### config.mk
export PLATFORM = sky130hd
export DESIGN_NAME = ldpc_ber_tester_dec_emu
export DESIGN_NICKNAME = d
export VERILOG_FILES = /design/src/rtl/ldpc_ber_tester_dec_emu.sv
export SDC_FILE = /design/constraint.sdc
export NUM_CORES = 1
export LEC_CHECK = 0
export ABC_AREA = 1
export CAP_MARGIN = 20
export CORE_MARGIN = 3
export CORE_UTILIZATION = 51
export CTS_CLUSTER_SIZE = 16
export DETAILED_ROUTE_END_ITERATION = 8
export PLACE_DENSITY = 0.8
export SLEW_MARGIN = 20
export SYNTH_ARGS = -nofsm -noshare
export SYNTH_HDL_FRONTEND = slang
export SYNTH_SLANG_ARGS = --single-unit
### constraint.sdc
create_clock -name clk -period 13 [get_ports clk]
set_input_delay 1.3 -clock clk [delete_from_list [all_inputs] [get_ports clk]]
set_output_delay 1.3 -clock clk [all_outputs]
set_load 0.05 [all_outputs]
### src/rtl/ldpc_ber_tester_dec_emu.sv
// Behavioural LDPC decoder stand-in for the BER tester. It hard-slices the
// incoming LLR beats, packs eight 16-bit slices into one 128-bit output beat,
// counts zero-valued LLRs and reports one status word per block.
module ldpc_ber_tester_dec_emu #(
  parameter int ITER_COUNT     = 4,
  parameter int FAIL_THRESHOLD = 0,
  parameter int LATENCY        = 8
) (
  input  logic         clk,
  input  logic         rst,
  input  logic [31:0]  s_axis_ctrl_tdata,
  input  logic         s_axis_ctrl_tvalid,
  output logic         s_axis_ctrl_tready,
  input  logic [127:0] s_axis_din_tdata,
  input  logic         s_axis_din_tvalid,
  output logic         s_axis_din_tready,
  input  logic         s_axis_din_tlast,
  output logic [127:0] m_axis_dout_tdata,
  output logic         m_axis_dout_tvalid,
  input  logic         m_axis_dout_tready,
  output logic         m_axis_dout_tlast,
  output logic [31:0]  m_axis_status_tdata,
  output logic         m_axis_status_tvalid,
  input  logic         m_axis_status_tready
);

  typedef enum logic [2:0] {
    S_IDLE,
    S_WAIT,
    S_RUN,
    S_DRAIN,
    S_STAT
  } state_t;

  // Last value of the latency counter; LATENCY = 0 still spends one cycle in WAIT.
  localparam logic [15:0] WAIT_LAST = (LATENCY > 0) ? 16'(LATENCY - 1) : 16'd0;

  state_t         state_q, state_d;
  logic [7:0]     id_q;
  logic [15:0]    zero_cnt_q;
  logic [2:0]     slot_q;
  logic [15:0]    wait_cnt_q;
  logic [127:0]   acc_q;
  logic [127:0]   dout_data_q;
  logic           dout_valid_q;
  logic           dout_last_q;

  logic           ctrl_fire, din_fire, dout_fire, status_fire;
  logic           wait_done, fail;
  logic [15:0]    slice;
  logic [4:0]     zero_pop;
  logic [16:0]    zero_sum;
  logic [15:0]    zero_next;
  logic [127:0]   placed;

  assign ctrl_fire   = s_axis_ctrl_tvalid && s_axis_ctrl_tready;
  assign din_fire    = s_axis_din_tvalid && s_axis_din_tready;
  assign dout_fire   = dout_valid_q && m_axis_dout_tready;
  assign status_fire = m_axis_status_tvalid && m_axis_status_tready;
  assign wait_done   = (wait_cnt_q == WAIT_LAST);
  assign fail        = ({16'd0, zero_cnt_q} > 32'(FAIL_THRESHOLD));

  // Hard decision (sign bit), zero-LLR popcount and placement of the slice into its slot.
  always_comb begin
    // NOTE: every always_comb output gets a default before any branch so no latch is inferred.
    slice    = '0;
    zero_pop = '0;
    placed   = '0;
    for (int i = 0; i < 16; i++) begin
      slice[i] = s_axis_din_tdata[8*i+7];
      if (s_axis_din_tdata[8*i +: 8] == 8'd0) zero_pop = zero_pop + 5'd1;
    end
    placed[16*slot_q +: 16] = slice;
    zero_sum  = {1'b0, zero_cnt_q} + 17'(zero_pop);
    zero_next = zero_sum[16] ? 16'hFFFF : zero_sum[15:0];
  end

  // State register.
  always_ff @(posedge clk or posedge rst) begin
    // NOTE: sequential state uses non-blocking assignments so all registers update together.
    if (rst) state_q <= S_IDLE;
    else     state_q <= state_d;
  end

  // Next-state logic.
  always_comb begin
    state_d = state_q;
    case (state_q)
      S_IDLE:  if (ctrl_fire) state_d = S_WAIT;
      S_WAIT:  if (wait_done) state_d = S_RUN;
      S_RUN:   if (din_fire && s_axis_din_tlast) state_d = S_DRAIN;
      S_DRAIN: if (dout_fire) state_d = S_STAT;
      S_STAT:  if (status_fire) state_d = S_IDLE;
      default: state_d = S_IDLE;
    endcase
  end

  // Handshake outputs; ready is forced low while reset is asserted.
  always_comb begin
    s_axis_ctrl_tready   = (state_q == S_IDLE) && !rst;
    s_axis_din_tready    = (state_q == S_RUN) && (!dout_valid_q || m_axis_dout_tready);
    m_axis_status_tvalid = (state_q == S_STAT);
    m_axis_status_tdata  = '0;
    if (state_q == S_STAT)
      m_axis_status_tdata = {zero_cnt_q, 1'b0, fail, 6'(ITER_COUNT), id_q};
  end

  // Block context, packing accumulator and the one-entry output register.
  always_ff @(posedge clk or posedge rst) begin
    if (rst) begin
      id_q         <= '0;
      zero_cnt_q   <= '0;
      slot_q       <= '0;
      wait_cnt_q   <= '0;
      acc_q        <= '0;
      dout_data_q  <= '0;
      dout_valid_q <= 1'b0;
      dout_last_q  <= 1'b0;
    end else begin
      if (ctrl_fire) begin
        id_q       <= s_axis_ctrl_tdata[7:0];
        zero_cnt_q <= '0;
        slot_q     <= '0;
        acc_q      <= '0;
        wait_cnt_q <= '0;
      end
      if (state_q == S_WAIT) wait_cnt_q <= wait_cnt_q + 16'd1;
      if (dout_fire) dout_valid_q <= 1'b0;
      if (din_fire) begin
        zero_cnt_q <= zero_next;
        if (slot_q == 3'd7 || s_axis_din_tlast) begin
          dout_data_q  <= acc_q | placed;
          dout_valid_q <= 1'b1;
          dout_last_q  <= s_axis_din_tlast;
          acc_q        <= '0;
          slot_q       <= '0;
        end else begin
          acc_q  <= acc_q | placed;
          slot_q <= slot_q + 3'd1;
        end
      end
    end
  end

  assign m_axis_dout_tdata  = dout_data_q;
  assign m_axis_dout_tvalid = dout_valid_q;
  assign m_axis_dout_tlast  = dout_last_q;

endmodule

---- Word level (Yosys, flattened, before mapping) ----
Index checks and enable logic that the tools add are counted.
storage, ports and cells
  flip-flop bits (word level) ............. 304
  bits of input ports ..................... 167
  logic and storage cells ................. 112
cells by class
  $add $sub $neg .......................... 19
  order comparisons ....................... 1
  equal/unequal tests ..................... 11
  shift operators ......................... 2
  muxes and demuxes ....................... 36
  bitwise gates (word level) .............. 2
  reductions and logical operators ........ 32
operators with widths
  cell                         count
  $mux W128                    3
  $and A128 B128 Y128          1
  $logic_not A8 Y1             16
  $or A128 B128 Y128           1
  $shift A16 B34 Y128 const A  1
  $shiftx A16 B34 Y128         1
  $add A5 B1 Y5 const B        15
  $mux W5                      15
  $mux W16                     4
  $neg A7 Y34                  1
  $mux W32                     1
  $mux W3                      8
  $add A16 B5 Y17              1
  $add A16 B1 Y16 const B      1
  $eq A16 B3 Y1 const B        1
  $gt A16 B1 Y1 const B        1
  $pmux W3 S5                  1
  $ne A2 B2 Y1 const B         4
  $logic_and A1 B1 Y1          7
  $eq A3 B2 Y1 const B         2
  $eq A3 B3 Y1 const B         2
  $reduce_and A5 Y1            1
  $mux W1                      4
  $reduce_bool A2 Y1           2
  7 further kinds              9

---- Depth between registers and ports, before layout ----
Gate-level depths: netlist of run 1.
  depth in word-level cells ............... 35
  depth in mapped cells ................... 69
  depth with buffers taken out ............ 69

---- Worst setup path before layout of run 1 ----
OpenSTA, ideal clock, no wires.
  path kind ............................... input-to-reg
  start ................................... in s_axis_din_tdata[6]
  end ..................................... reg zero_cnt_q[15]
  setup time .............................. 85 ps
  data arrival time ....................... 9543 ps
  data required time ...................... 12915 ps
  slack ................................... 3373 ps
  cell stages on the path ................. 65
  path buffers ............................ 0
  cells stage by stage .................... nor2_1 -> nand2_1 -> nor2_1 -> ha_1 -> inv_1 -> o21ai_2 -> nand2_2 -> inv_1 -> ha_1 -> or2_4 -> nand2_1 -> inv_1 -> ha_1 -> or2_2 -> nand2_1 -> nand2_1 -> nand3_1 -> nand2_2 -> (+29 left out) -> nand2_1 -> xnor2_1 -> inv_1 -> ha_1 -> nand3_1 -> nand2_1 -> a21oi_1 -> o21ai_0 -> nand3_1 -> nor3_1 -> inv_1 -> nor2_1 -> inv_1 -> nor2_1 -> inv_1 -> nor3_1 -> nor3_1 -> o22ai_1
on the way
  longest elaborated chain between the ends .. 35
RTL lines
  what                  line  RTL
  from (decl)           14    input logic [127:0] s_axis_din_tdata,
  $logic_not A8 Y1 *    71    if (s_axis_din_tdata[8*i +: 8] == 8'd0) zero_pop = zero_pop + 5'd1;
  $mux W1 *             71
  $add A5 B1 Y5         71
  $mux W5 *             71
  $add A5 B1 Y5         71
  $mux W5 *             71
  $add A5 B1 Y5         71
  $mux W5 *             71
  (+19 left out)        -
  $mux W5 *             71
  $add A5 B1 Y5         71
  $mux W5 *             71
  $add A5 B1 Y5         71
  $mux W5 *             71
  $add A16 B5 Y17 *     74    zero_sum = {1'b0, zero_cnt_q} + 17'(zero_pop);
  $mux W16 *            75    zero_next = zero_sum[16] ? 16'hFFFF : zero_sum[15:0];
  $mux W16 *            129   if (din_fire) begin
  to (signal assigned)  130   zero_cnt_q <= zero_next;
  to (decl)             40    logic [15:0] zero_cnt_q;
Every way passes the cells marked *; elsewhere a longest branch is shown, timed or not.
A chain may end at the register's enable or synchronous reset.

---- Worst setup path after layout of run 1 ----
  start ................................... in s_axis_din_tdata[15]
  end ..................................... reg zero_cnt_q[11]
on the way
  longest elaborated chain between the ends .. 33
RTL lines
  what                line
  $logic_not A8 Y1 *  71
  $mux W5 *           71
  $add A5 B1 Y5       71
  $mux W5 *           71
  $add A5 B1 Y5       71
  $mux W5 *           71
  $add A5 B1 Y5       71
  $mux W5 *           71
  (+17 left out)      -
  $mux W5 *           71
  $add A5 B1 Y5       71
  $mux W5 *           71
  $add A5 B1 Y5       71
  $mux W5 *           71
  $add A16 B5 Y17 *   74
  $mux W16 *          75
  $mux W16 *          129
Marks and branches as above.

==> results of run 1 <==
-- sequential cells by signal, summed over array words and instances, names as in the netlist --
name and count:
acc_q 128, id_q 8, m_axis_dout_tdata 128, m_axis_dout_tlast 1, m_axis_dout_tvalid 1, slot_q 3
state_q 3, wait_cnt_q 16, zero_cnt_q 16
-- final timing paths --
kind	startpoint	cells after the start	end	slack, ns
setup reg to reg	state_q[1]$_DFFE_PP0P_	9	acc_q[27]$_DFFE_PP0P_	9.09
min in group asynchronous	rst	2	m_axis_dout_tvalid$_DFF_PP0_	1.26
setup / recovery	s_axis_din_tdata[15]	66	zero_cnt_q[11]$_DFFE_PP0P_	1.58
hold reg to reg	m_axis_dout_tlast$_DFFE_PP0P_	2	m_axis_dout_tlast$_DFFE_PP0P_	0.48
hold / removal	m_axis_dout_tlast$_DFFE_PP0P_	2	m_axis_dout_tlast$_DFFE_PP0P_	0.48
max in group asynchronous	rst	5	m_axis_dout_tdata[127]$_DFFE_PP0P_	9.83
-- power breakdown --
| group | leakage [nW] | internal [mW] | total [mW] | switching [mW] |
|---|---|---|---|---|
| Sequential | 4.20 | 1.06 | 1.14 | 0.0835 |
| Clock | 0.551 | 0.590 | 0.962 | 0.372 |
| Combinational | 4.16 | 0.285 | 1.01 | 0.721 |
-- cell families (layout without fill, tap and decap cells) --
group	Yosys count	in the layout	synth area share
muxes	3	3	0.00197
DFF	304	304	0.498
other	1	6	0.000246
and+or+nand+nor	822	822	0.238
xor gates and xnor gates	9	9	0.00517
buffers and inverters	282	573	0.0711
adders and majority gates	26	26	0.0218
AOI/OAI and AO/OA	470	470	0.164
-- cell usage after synthesis (3+ instances only) --
cell / instances
clkbuf_1: 75
nand2_2: 26
o22ai_1: 8
nor3_1: 21
o21bai_1: 25
nand2_1: 500
a21oi_1: 223
xor2_1: 8
a31oi_1: 18
inv_1: 189
nand3b_1: 6
nor2_2: 4
nand2_4: 10
a31o_2: 7
mux2i_1: 3
nand3_1: 84
nand3_2: 13
buf_4: 7
inv_2: 6
nor4_1: 27
or2_2: 6
nor2_1: 113
ha_1: 25
dfrtp_1: 304
nand4_1: 5
o21ai_0: 182
clkinv_1: 4
-- layout make-up --
| type | count | area [um2] |
|---|---|---|
| clock buffers | 42 | 877 |
| fillers | 2319 | 9370 |
| flip-flops and latches | 304 | 7610 |
| clock inverters | 15 | 233 |
| inverters | 199 | 759 |
| repair buffers | 317 | 3160 |
| multi-input cells | 1336 | 6610 |
| well taps | 384 | 480 |
-- through the flow --
step                std cells  hold slack [ns]  cell area [um2]  worst slack, ns  utilization
floorplan                1922            0.446            15300             3.30            -
global placement         2539            0.456            18600             1.50        0.639
detailed placement       2539            0.473            18600             1.26        0.639
CTS                      2596            0.487            19700             1.75        0.677
global route             2597            0.503            19700            0.615        0.678
finish                   2597            0.484            19700             1.58        0.678
-- layer usage --
metal / routed length (um) / share of wire / GRT usage
met2: 21900 / 0.49 / 0.479
met4: 1300 / 0.029 / 0.0799
met5: 0 / 0 / 0
met1: 18000 / 0.40 / 0.356
met3: 3820 / 0.085 / 0.0368
-- worst max-delay path: cells and delay by family --
kind / cells / cell delay (ns)
AOI/OAI and AO/OA: 7 / 1.24
and+or+nand+nor: 39 / 4.92
buffers and inverters: 9 / 1.30
xor gates and xnor gates: 1 / 0.15
adders and majority gates: 10 / 2.95
==> results.txt, run 1 <==
The flow ran to the end, and the final reports show no timing, DRC or antenna violations. Setup violations remaining at the end of the flow were counted as 0. STA classifies the critical path endpoint as a flop.

In the layout the commonest cells are nand2_1 (499), dfrtp_1 (304), clkdlybuf4s50_1 (301), a21oi_1 (223), inv_1 (187). Clock tree synthesis found a total of ~300 sinks. Counting flops with a built-in enable in the synthesized netlist gives 0. The share of final-layout standard cells stronger than drive strength 1 came out at 0.0687.

The die outline area is 32,000 um2. The congestion estimate from routability-driven global placement came to between 0.8 and 0.9. The slowest cell on the critical path is clkdlybuf4s50_1. In this run the worst hold path is classified as reg2reg. The detailed-placement wirelength estimate is approximately 31 mm.

The total wirelength of the detailed-routed design is 45.0 mm. The post-synthesis cell area came out at about 15,000 um2. For the final database, setup skew stands at between 0.015 and 0.02 ns.

The number of warnings printed during yosys synthesis is 0. The transition at the pin with the smallest max-transition slack came out at about 1.1 ns. STA classifies the critical path startpoint as an input pin. The antenna violation net count after detailed routing is 0.

The height of the die came out at 179 um. Derived from the worst setup path, the maximum achievable clock frequency is around 90 MHz. The average instance area after synthesis came out at roughly 8 um2.

The cell accounting for the most synthesized area is dfrtp_1. Counting stages on the worst path, the most repeated cell is nand2_1. Counting I/O delays and the setup requirement, the final critical path takes 11.42 ns. In this run the clock root is driven by a clkbuf_16.

Among all flip-flop cells after synthesis, the most frequent one is dfrtp_1. The maximum number of pins on one net before global-route repair came out at about 150. The total iterations of the first detailed-routing run is 6. TritonCTS built the clock tree. Setup repair after global routing left no endpoint under its margin. The number of antenna violations at the first check in global routing is 0. The portion of synthesized cell area occupied by the leading cell type came out at 0.498.

The detailed router's first-iteration violation count is roughly 1,300. The analysis attributes to cell leakage a power of a little under 9 nW. The sequential cell area fraction in the yosys report came out at 0.498. The total count of max-transition violations in the final report was 0. Clock-pin slew was measured on the worst setup and hold paths at around 0.060 ns. The count of port buffers added during placement came out at 301. The worst path required time is between 10 and 15 ns. Setup total negative slack on the finished layout was measured at 0 ns. Across the run, the number of max-cap violations was 0. The number of antenna diodes in the final layout is 0. The total power divided by cell area came out at roughly 160 nW/um2. The clock insertion delay at the later pin of the skew report is between 0.5 and 0.6 ns.

After floorplanning, the core was divided into between 60 and 70 placement rows. The count of unresolved DRC violations after routing came out at 0. The final number of hold-violating endpoints came to 0. The total core area is ~29,000 um2.

By startpoint and endpoint, the worst setup path is classified as in2reg. The worst slew slack as a fraction of its limit is 0.250. The number of vias in the routed layout is 14,400.

During I/O placement, the number of pins put on the boundary was around 330. The total power consumption of the routed design is ~3.1 mW. The detailed-route vias per instance is 5.55.

The critical path data arrival time came out at between 10 and 15 ns. Of all nets on the critical path, the largest fanout is 12. The net total in the final layout is 2,382. The part of the cycle the worst path needs came out at 0.878. Leaving out fill and tap cells, the most frequent cell in the layout is nand2_1. The initial utilization of the core area, before any placement, comes to 0.525. The count of hold-fix buffers inserted at cts came out at 0. Across the VDD grid, the largest voltage drop is between 100 and 150 uV. Global routing finished with a remaining overflow of 0. Yosys attributes the largest share of cell area to dfrtp_1 (50%), nand2_1 (12%), a21oi_1 (7.3%). The post-synthesis cell count came out at 1,917. The detail-routed net length per standard cell is around 17 um. The number of different library cells used by synthesis comes to 43. The number of global-route vias before repair came out at approximately 14,000. The buffer count from post-CTS setup fixing came out at 0. The post-synthesis to final-layout area growth is 29.2%. In this run the horizontal extent of the chip is roughly 180 um. Of all flip-flops after synthesis, the portion carrying an async set or reset was 1.00. The first global-routing pass estimated slightly above 70 mm of wire. The post-cts repair resize count is 0.

For this run, the slowest stage of the critical path takes approximately 0.67 ns. The total clock buffers created by CTS is 31. In the global route stage, overall resource usage came out at 0.274. The maximum clock insertion buffer count came out at 3.

CTS built an H-tree with a depth of 1. After synthesis the netlist holds a flip-flop and latch count of approximately 300.
(Power assumes the default switching activity.)
==> inputs of run 2 (changes only) <==
--- a/config.mk
+++ b/config.mk
@@ -8,10 +8,11 @@
 export ABC_AREA = 1
 export CAP_MARGIN = 20
 export CORE_MARGIN = 3
-export CORE_UTILIZATION = 51
+export CORE_UTILIZATION = 40
+export CTS_BUF_LIST = sky130_fd_sc_hd__clkbuf_4 sky130_fd_sc_hd__clkbuf_8
 export CTS_CLUSTER_SIZE = 16
 export DETAILED_ROUTE_END_ITERATION = 8
-export PLACE_DENSITY = 0.8
+export PLACE_DENSITY = 0.65
 export SLEW_MARGIN = 20
 export SYNTH_ARGS = -nofsm -noshare
 export SYNTH_HDL_FRONTEND = slang
==> results.txt, run 2 (synthesis gave the netlist of run 1 again) <==
The internal power consumption is 1.90 mW. The buffer count from post-CTS setup fixing is 0. The flip-flop and latch area came out at 7610 um2. The first-pass GRT wire length is about 74 mm. The routed design could run at a clock period as short as 11.33 ns. Summed over all layers, the global routing overflow is 0. The count of port buffers added during placement came out at about 300. The longest individual stage delay on the worst path came out at slightly below 0.6 ns. The number of global-route vias before repair is about 14,000. The static leakage is 9.00 nW.

Clock latency on the worst-skew pair, taken at its later pin, is 0.60 ns. The detailed-placement wirelength estimate is between 30 and 40 mm. Counting tap cells, the placed design contains a total of 2,662 instances. The total core area is around 37,000 um2. The category of the worst setup path launch point is an input pin. The flow ran to the end, and the final reports show no timing, DRC or antenna violations. For this block, the routed nets add up to between 40 and 50 mm of wire.

In this design, the critical path's most frequently occurring cell is nand2_1. The combined area of the multi-input logic cells is 6610 um2. The total track usage is 0.226. The number of antenna repair diodes is 0. The routability congestion estimate from global placement is 0.861. The CTS sink count came out at roughly 300. The number of antenna violations at the first check in global routing came to 1. The number of top-level pins is ~330. The antenna violation net count after detailed routing came out at 0.

The setup skew after layout came out at around 0.023 ns. Adding up every negative setup slack in the final design gives 0 ns. The H-tree was split into 2 levels. The total power divided by cell area came out at around 160 nW/um2. The total clock buffers created by CTS is 52.

Leaving out fill and tap cells, the most frequent cell in the layout is nand2_1. Setup repair after global routing left no endpoint under its margin. The maximum operating frequency came out at between 80 and 90 MHz. For the pin with the worst max-slew slack, the measured transition is between 1 and 1.5 ns. Of the total power, registers draw 0.365. The detailed router's first-iteration violation count came out at 1,003. The die outline area is between 40,000 and 50,000 um2. The clock input transition at the sequential cells of the worst setup and hold paths came out at 0.06 ns. The critical-path maximum fanout came out at 12. The clock tree from TritonCTS is yes. The critical path data arrival time is between 10 and 15 ns. In the layout the commonest cells are nand2_1 (499), dfrtp_1 (304), clkdlybuf4s50_1 (301), a21oi_1 (223), inv_1 (187). In this run, post-CTS repair resized a total of 0 instances. The slowest stage of the critical path belongs to the cell clkdlybuf4s50_1.

Dividing the final minimum period by the clock period gives 0.872. In the routed design, unresolved DRC markers number 0. The die boundary width is about 200 um. The total iterations of the first detailed-routing run is 5. The utilization after layout came out at 0.538. The post-place setup slack is 1.13 ns. The number of vias in the routed layout is roughly 14,000. The layout has 3,527 filler cells. The share of final-layout standard cells stronger than drive strength 1 came out at 0.0878. The register-to-register setup slack came out at around 9.3 ns. The final worst setup slack came out at between 1.5 and 2 ns.

The post-synthesis to final-layout area growth is 30.8%. The root buffer cell chosen for the clock tree is clkbuf_8. The peak supply drop is 87.1 uV. Of the total power, the share spent switching nets is 0.389.

The net total in the final layout came out at about 2,400. Setup violations remaining at the end of the flow were counted as 0. After floorplanning, the core was divided into 70 placement rows. Headroom to the max-slew limit came out at 0.294.

The worst path required time came out at between 10 and 15 ns. The count of hold-fix buffers inserted at cts is 0. The initial utilization of the core area, before any placement, comes to 0.411.

STA classifies the critical path endpoint as a flop. Entering global routing, the biggest net connects 148 pins. The detailed-route vias per instance is approximately 5.

The final number of hold-violating endpoints came out at 0. For the worst flop-to-flop path, the logic depth is 10. The maximum clock insertion buffer count came out at 3. The part of the power in combinational logic is 0.326. The count of non-filler cells in the finished layout came out at 2,758.

The die is 201 um tall. The hold-critical path depth came out at 2. The total count of max-transition violations in the final report is 0. For this design the total switching power over the nets is about 1.2 mW.

The tightest min-delay check is of the reg2reg type. The critical path start-end classification is in2reg. Max-cap violations in this run came to 0. Of the total power, the clock network draws 0.309. The detail-routed net length per standard cell is between 15 and 20 um.
-- run 2: changes by cell type in the layout (fill, tap and decap cells not counted), moves of 4 or more --
cell / delta
clkbuf_4: +13
bufinv_16: -4
clkbuf_1: -5
clkbuf_8: +64
clkbuf_16: -31
-- run 2: area by class of cell --
cell class / instances / share of cell area
inverters: 199 / 0.0380
flip-flops and latches: 304 / 0.381
clock buffers: 83 / 0.0531
multi-input cells: 1336 / 0.331
well taps: 504 / 0.0316
clock inverters: 13 / 0.00677
repair buffers: 319 / 0.158
-- run 2: worst paths after layout --
path	start	endpoint
worst min-delay path	m_axis_dout_tdata[35]$_DFFE_PP0P_	m_axis_dout_tdata[35]$_DFFE_PP0P_
max in group asynchronous	rst	wait_cnt_q[5]$_DFFE_PP0P_
worst max register to register	state_q[1]$_DFFE_PP0P_	acc_q[73]$_DFFE_PP0P_
worst min register to register	m_axis_dout_tdata[35]$_DFFE_PP0P_	m_axis_dout_tdata[35]$_DFFE_PP0P_
worst max-delay path	s_axis_din_tdata[7]	zero_cnt_q[11]$_DFFE_PP0P_
min in group asynchronous	rst	m_axis_dout_tdata[39]$_DFFE_PP0P_
-- run 2: worst max-delay path, delay by kind of cell --
family / cells / cell delay (ns)
compound gates: 7 / 1.19
fa+ha+maj: 10 / 2.95
xor+xnor: 1 / 0.17
buf+inv: 9 / 1.22
simple gates: 39 / 4.99
-- run 2: power groups by stage --
stage	Clock [mW]	Combinational (mW)	Sequential (mW)
global placement	0	1.01	1.15
floorplan	0	0.476	1.31
CTS	0.986	1.02	1.14
global route	1.03	1.10	1.15
finish	0.963	1.01	1.14
detailed placement	0	1.02	1.15
-- run 2: through the flow --
| step | power (mW) | hold slack, ns | instance area (um2) |
|---|---|---|---|
| floorplan | 1.79 | 0.446 | 15300 |
| global placement | 2.16 | 0.466 | 18700 |
| detailed placement | 2.17 | 0.473 | 18800 |
| CTS | 3.15 | 0.487 | 20000 |
| global route | 3.29 | 0.505 | 20000 |
| finish | 3.12 | 0.483 | 20000 |
-- run 2: per-layer routing --
metal / global-route usage / share of wire / routed length [um]
met1: 0.304 / 0.44 / 20300
met2: 0.372 / 0.47 / 21900
met3: 0.0489 / 0.069 / 3230
met4: 0.0603 / 0.026 / 1200
met5: 0 / 0.00017 / 8
